## config.mk

```make
export PLATFORM = sky130hd
export DESIGN_NAME = mem_port_arbiter
export DESIGN_NICKNAME = d
export VERILOG_FILES = /design/src/rtl/mem_port_arbiter.sv
export SDC_FILE = /design/constraint.sdc
export NUM_CORES = 1
export LEC_CHECK = 0
export BUFFER_PORTS_ARGS = -buffer_cell sky130_fd_sc_hd__buf_2
export CAP_MARGIN = 0
export CORE_AREA = 5 5 187 189
export CTS_CLUSTER_SIZE = 24
export DETAILED_ROUTE_END_ITERATION = 6
export DIE_AREA = 0 0 192 194
export GPL_TIMING_DRIVEN = 0
export PLACE_DENSITY = 0.5
export SLEW_MARGIN = 20
export SYNTH_ARGS = -nofsm -noshare
export SYNTH_HDL_FRONTEND = slang
export SYNTH_SLANG_ARGS = --single-unit
```

## constraint.sdc

```tcl
create_clock -name clk_i -period 8.9 [get_ports clk_i]
set_input_delay 0.445 -clock clk_i [delete_from_list [all_inputs] [get_ports clk_i]]
set_output_delay 0.445 -clock clk_i [all_outputs]
set_load 0.01 [all_outputs]
```

## src/rtl/mem_port_arbiter.sv

```systemverilog
// mem_port_arbiter: shares one 64-bit memory port between the I-cache fetch
// path and the D-cache load/store path. One transaction is outstanding at a
// time. When both sides request together, round-robin picks the winner.
//
// Optional feature: define MEM_ARB_TIMEOUT_EN to abort a transaction that has
// waited TIMEOUT cycles for mem_gnt_i. The abort pulses the requester's gnt
// together with err_o. Without the macro, BUSY waits indefinitely and err_o
// is tied low.
//
// Ports
//   clk_i, arst_i                 clock; asynchronous active-high reset
//   icache_req_i/addr_i           I-side fetch request (read, 32-bit result)
//   icache_data_o/gnt_o           I-side read data and completion pulse
//   dcache_req_i/wr_i/addr_i/size_i/data_i
//                                 D-side request
//   dcache_data_o/gnt_o           D-side read data and completion pulse
//   mem_req_o/wr_o/addr_o/size_o/wdata_o
//                                 downstream request, held until mem_gnt_i
//   mem_rdata_i/gnt_i             downstream read data and completion
//   err_o                         timeout abort, coincident with the requester gnt
module mem_port_arbiter #(
    parameter int unsigned AW      = 64,
    parameter int unsigned ICDW    = 32,
    parameter int unsigned DCDW    = 64,
    parameter int unsigned TIMEOUT = 256
) (
    input  logic            clk_i,
    input  logic            arst_i,
    input  logic            icache_req_i,
    input  logic [AW-1:0]   icache_addr_i,
    output logic [ICDW-1:0] icache_data_o,
    output logic            icache_gnt_o,
    input  logic            dcache_req_i,
    input  logic            dcache_wr_i,
    input  logic [AW-1:0]   dcache_addr_i,
    input  logic [1:0]      dcache_size_i,
    input  logic [DCDW-1:0] dcache_data_i,
    output logic [DCDW-1:0] dcache_data_o,
    output logic            dcache_gnt_o,
    output logic            mem_req_o,
    output logic            mem_wr_o,
    output logic [AW-1:0]   mem_addr_o,
    output logic [1:0]      mem_size_o,
    output logic [DCDW-1:0] mem_wdata_o,
    input  logic [DCDW-1:0] mem_rdata_i,
    input  logic            mem_gnt_i,
    output logic            err_o
);

    typedef enum logic [1:0] {
        IDLE   = 2'd0,
        BUSY_I = 2'd1,
        BUSY_D = 2'd2
    } state_t;

    state_t            state_q, state_d;
    logic              last_d_q, last_d_d;   // 1: D side was served last
    logic              sel_hi_q, sel_hi_d;   // saved fetch addr[2]: upper word
    logic              mem_wr_d;
    logic [AW-1:0]     mem_addr_d;
    logic [1:0]        mem_size_d;
    logic [DCDW-1:0]   mem_wdata_d;
    logic              timeout_c;
    logic              done_c;

`ifdef MEM_ARB_TIMEOUT_EN
    localparam int unsigned CW = (TIMEOUT > 1) ? $clog2(TIMEOUT) : 1;

    logic [CW-1:0] cnt_q;

    // Wait counter: cleared in IDLE, so each BUSY entry starts from zero.
    always_ff @(posedge clk_i or posedge arst_i) begin
        if (arst_i) begin
            cnt_q <= '0;
        end else if (state_q == IDLE) begin
            cnt_q <= '0;
        end else if (!mem_gnt_i) begin
            cnt_q <= cnt_q + CW'(1);
        end
    end

    // A grant arriving in the final cycle takes precedence over the abort.
    assign timeout_c = (state_q != IDLE) && !mem_gnt_i && (cnt_q == CW'(TIMEOUT - 1));
`else
    logic [31:0] unused_timeout_c;
    assign unused_timeout_c = 32'(TIMEOUT);
    assign timeout_c        = 1'b0;
`endif

    assign done_c = mem_gnt_i || timeout_c;

    // State and request registers.
    always_ff @(posedge clk_i or posedge arst_i) begin
        if (arst_i) begin
            state_q     <= IDLE;
            last_d_q    <= 1'b1;
            sel_hi_q    <= 1'b0;
            mem_req_o   <= 1'b0;
            mem_wr_o    <= 1'b0;
            mem_addr_o  <= '0;
            mem_size_o  <= 2'd0;
            mem_wdata_o <= '0;
        end else begin
            state_q     <= state_d;
            last_d_q    <= last_d_d;
            sel_hi_q    <= sel_hi_d;
            mem_req_o   <= (state_d != IDLE);
            mem_wr_o    <= mem_wr_d;
            mem_addr_o  <= mem_addr_d;
            mem_size_o  <= mem_size_d;
            mem_wdata_o <= mem_wdata_d;
        end
    end

    // Next state, arbitration and completion outputs.
    always_comb begin
        state_d       = state_q;
        last_d_d      = last_d_q;
        sel_hi_d      = sel_hi_q;
        mem_wr_d      = mem_wr_o;
        mem_addr_d    = mem_addr_o;
        mem_size_d    = mem_size_o;
        mem_wdata_d   = mem_wdata_o;
        icache_gnt_o  = 1'b0;
        dcache_gnt_o  = 1'b0;
        err_o         = 1'b0;
        icache_data_o = sel_hi_q ? mem_rdata_i[2*ICDW-1:ICDW] : mem_rdata_i[ICDW-1:0];
        dcache_data_o = mem_rdata_i;

        if (timeout_c) begin
            icache_data_o = '0;
            dcache_data_o = '0;
        end

        case (state_q)
            IDLE: begin
                // I wins a tie unless it was served last.
                if (icache_req_i && (!dcache_req_i || last_d_q)) begin
                    state_d     = BUSY_I;
                    mem_wr_d    = 1'b0;
                    mem_size_d  = 2'd2;
                    mem_addr_d  = icache_addr_i;
                    mem_wdata_d = '0;
                    sel_hi_d    = icache_addr_i[2];
                end else if (dcache_req_i) begin
                    state_d     = BUSY_D;
                    mem_wr_d    = dcache_wr_i;
                    mem_size_d  = dcache_size_i;
                    mem_addr_d  = dcache_addr_i;
                    mem_wdata_d = dcache_data_i;
                end
            end
            BUSY_I: begin
                if (done_c) begin
                    icache_gnt_o = 1'b1;
                    err_o        = timeout_c;
                    state_d      = IDLE;
                    last_d_d     = 1'b0;
                end
            end
            BUSY_D: begin
                if (done_c) begin
                    dcache_gnt_o = 1'b1;
                    err_o        = timeout_c;
                    state_d      = IDLE;
                    last_d_d     = 1'b1;
                end
            end
            default: begin
                state_d = IDLE;
            end
        endcase
    end

endmodule

```

==> results.sh <==
export IMPL_pre_cts_slack_ns=6.954
export IMPL_fmax_mhz=422.8
export IMPL_hold_violations=0
export IMPL_status="finished, final reports clean"
export IMPL_maxSlewHeadroom=0.6463
export IMPL_seq_power_share=0.316
export IMPL_yosys_area_top_type="dfrtp_1"
export IMPL_rsz0062_at_grt="no"
export IMPL_skew_ns=0.009390
export IMPL_cts_resized_gates=0
export IMPL_cp_max_fo=10
export IMPL_worstPathArrival_ns=1.92
export IMPL_clock_latency_ns=0.42
export IMPL_hold_path_class="input port to async pin"
export IMPL_p_int_uw=2082
export IMPL_dieWidth_um=192
export IMPL_wl_per_cell_um=19.45
export IMPL_r2r_start="state_q[0]$_DFF_PP0_"
export IMPL_syn_avg_cell_area_um2=10.28
export IMPL_pin_count=495
export IMPL_ctsHoldBuffers=0
export IMPL_clkTransAtPathRegs_ns=0.07
export IMPL_critPathKind="register to output port"
export IMPL_setup_tns_final_ns=0
export IMPL_syn_to_final_growth_pct=55.02
export IMPL_slowest_delay_ns=0.43
export IMPL_seq_area_frac_synth=0.5096
export IMPL_drive_gt1_frac=0.5750
export IMPL_synth_area_mm2=0.006681
export IMPL_antenna_left=0
export IMPL_synthDistinctLibCells=30
export IMPL_fin_crit_ns=2.365
export IMPL_yosysMostFrequentCell="dfrtp_1"
export IMPL_end_kind="output port"
export IMPL_reg2reg_depth=7
export IMPL_cp_start_kind="register"
export IMPL_syn_inst=650
export IMPL_synthesis_nets=918
export IMPL_comb_power_share=0.469
export IMPL_total_power_uw=3491
export IMPL_drc=0
export IMPL_drtIter0Drc=297
export IMPL_crit_slowest_cell="mux2_2"
export IMPL_whs_ns=0.06418
export IMPL_switching_power_uw=1409
export IMPL_grt_pass1_vias=7444
export IMPL_cts_tree="yes"
export IMPL_ys_async_sr_fraction=1.000
export IMPL_cap_violations=0
export IMPL_dr_pass1_iters=4
export IMPL_irDropWorstVdd_v=0.0001344
export IMPL_required_ns=8.46
export IMPL_fin_area_mm2=0.01036
export IMPL_p_leak_uw=0.005336
export IMPL_dieArea_mm2=0.03725
export IMPL_r2r_end="mem_wdata_o[33]$_DFFE_PP0P_"
export IMPL_placed_area_mm2=0.009739
export IMPL_cts_setup_buffers=0
export IMPL_cts_buffers=17
export IMPL_yosysTopAreaCellShare=0.5056
export IMPL_pwr_share_clk=0.215
export IMPL_cts_htree_levels=4
export IMPL_synth_edff_count=0
export IMPL_cts_root_buffer="clkbuf_16"
export IMPL_core_area_mm2=0.03311
export IMPL_dp_hpwl_um=24930
export IMPL_yosys_most_used_dff="dfrtp_1"
export IMPL_rows=67
export IMPL_synth_common_cells="dfrtp_1 (135), buf_4 (75), a22o_1 (66), a21oi_1 (65)"
export IMPL_worst_slew_pin_slew_ns=0.5306
export IMPL_cp_common_cell="buf_2"
export IMPL_routed_wirelength_um=31600
export IMPL_worstPathCellList="clkbuf_1 > buf_2 > mux2_2 > buf_2"
export IMPL_grt_max_degree=70
export IMPL_antenna_found_initial=5
export IMPL_p_per_area_mw_per_mm2=337.1
export IMPL_grt_pass1_wl_um=46480
export IMPL_drv_slew=0
export IMPL_portBuffers=492
export IMPL_swShare=0.4035
export IMPL_fin_crit_sh=0.2657
export IMPL_ys_warnings_count=0
export IMPL_vias_per_cell=4.299
export IMPL_synth_area_leaders="dfrtp_1 (51%), a22o_1 (8.7%), buf_4 (8.4%)"
export IMPL_gr_total_overflow=0
export IMPL_clock_sinks=136
export IMPL_vias=6986
export IMPL_nets=1430
export IMPL_initial_core_util=0.2018
export IMPL_clockBufferDepth=2
export IMPL_dieHeight_um=194
export IMPL_finalSetupViolCount=0
export IMPL_synth_ff_latch_count=136
export IMPL_r2r_slack_ns=7.04
export IMPL_worst_slack_ns=6.535
export IMPL_place_gp_congestion=0.9163
export IMPL_track_usage=0.1624
## registers in the layout, indices dropped and copies added (netlist names)
name and count:
mem_wr_o 1, mem_addr_o 64, last_d_q 1, mem_req_o 1, mem_wdata_o 64, mem_size_o 2
sel_hi_q 1, state_q 2
## layout make-up
type | count | area [um2]
Multi-Input combinational cell | 383 | 2430
Buffer | 126 | 828.3
Tap cell | 448 | 560.5
Fill cell | 3549 | 22760
Clock inverter | 14 | 185.2
Sequential cell | 136 | 3405
Timing Repair Buffer | 493 | 2490
Inverter | 5 | 26.28
Clock buffer | 17 | 425.4
Antenna cell | 3 | 7.507
## layer usage
layer / vias to the layer above / track usage / wire length [um]
met5: - / 0 / 40
met4: 6 / 0.04437 / 505
met3: 32 / 0.05492 / 2728
met2: 304 / 0.2655 / 15000
met1: 3327 / 0.2048 / 13330
li1: 3317 / - / -
## placed cells by master, fill, tap and decap left out, types with 2 or more instances in the layout
cell,n
ha_1,4
a31oi_1,64
nor2_1,64
clkinvlp_4,2
a21oi_1,65
diode_2,3
nor2b_1,5
buf_6,4
clkbuf_1,12
buf_4,75
a22o_1,66
nand3_1,2
inv_6,6
o21ai_1,61
inv_8,3
inv_1,3
bufinv_16,3
mux2_2,32
o21ai_0,7
buf_2,527
nand2_1,2
dfrtp_1,135
clkbuf_16,17
## power groups by stage
stage | Clock [uW] | Combinational [uW] | Sequential (uW)
after floorplan | 0 | 772 | 1250
after global placement | 0 | 1660 | 1100
after detailed placement | 0 | 1660 | 1110
after CTS | 781 | 1670 | 1100
after global routing | 804 | 1800 | 1140
final | 752 | 1640 | 1100
## worst max-delay path: cells and delay by family (launching register included)
kind | cells | cell delay, ns
DFF | 1 | 0.32
buffers and inverters | 3 | 0.75
muxes | 1 | 0.43
## cells by family after synthesis
| kind of cell | count (synthesis) | share of synthesized area |
|---|---|---|
| compound gates | 268 | 0.2521 |
| flops | 136 | 0.5096 |
| buf+inv | 131 | 0.1268 |
| simple gates | 77 | 0.04794 |
| mux | 33 | 0.05562 |
| fa+ha+maj | 4 | 0.007491 |
| other cells | 1 | 0.0005613 |
## per-stage QoR
stage	util	cells
2_1_floorplan	-	650
3_3_place_gp	0.2931	1590
3_5_place_dp	0.2941	1591
4_1_cts	0.3126	1622
5_1_grt	0.3127	1624
6_report	0.3128	1625
## how the worst max path moves through the flow
stage,start,to,cells after the start
after global placement,arst_i,mem_addr_o[45]$_DFFE_PP0P_,2
after detailed placement,sel_hi_q$_DFFE_PP0P_,icache_data_o[22],4
after floorplan,arst_i,mem_addr_o[0]$_DFFE_PP0P_,1
after CTS,sel_hi_q$_DFFE_PP0P_,icache_data_o[22],4
final,sel_hi_q$_DFFE_PP0P_,icache_data_o[11],4
after global routing,sel_hi_q$_DFFE_PP0P_,icache_data_o[22],4
No activity file was read; power rests on OpenSTA's default activity.
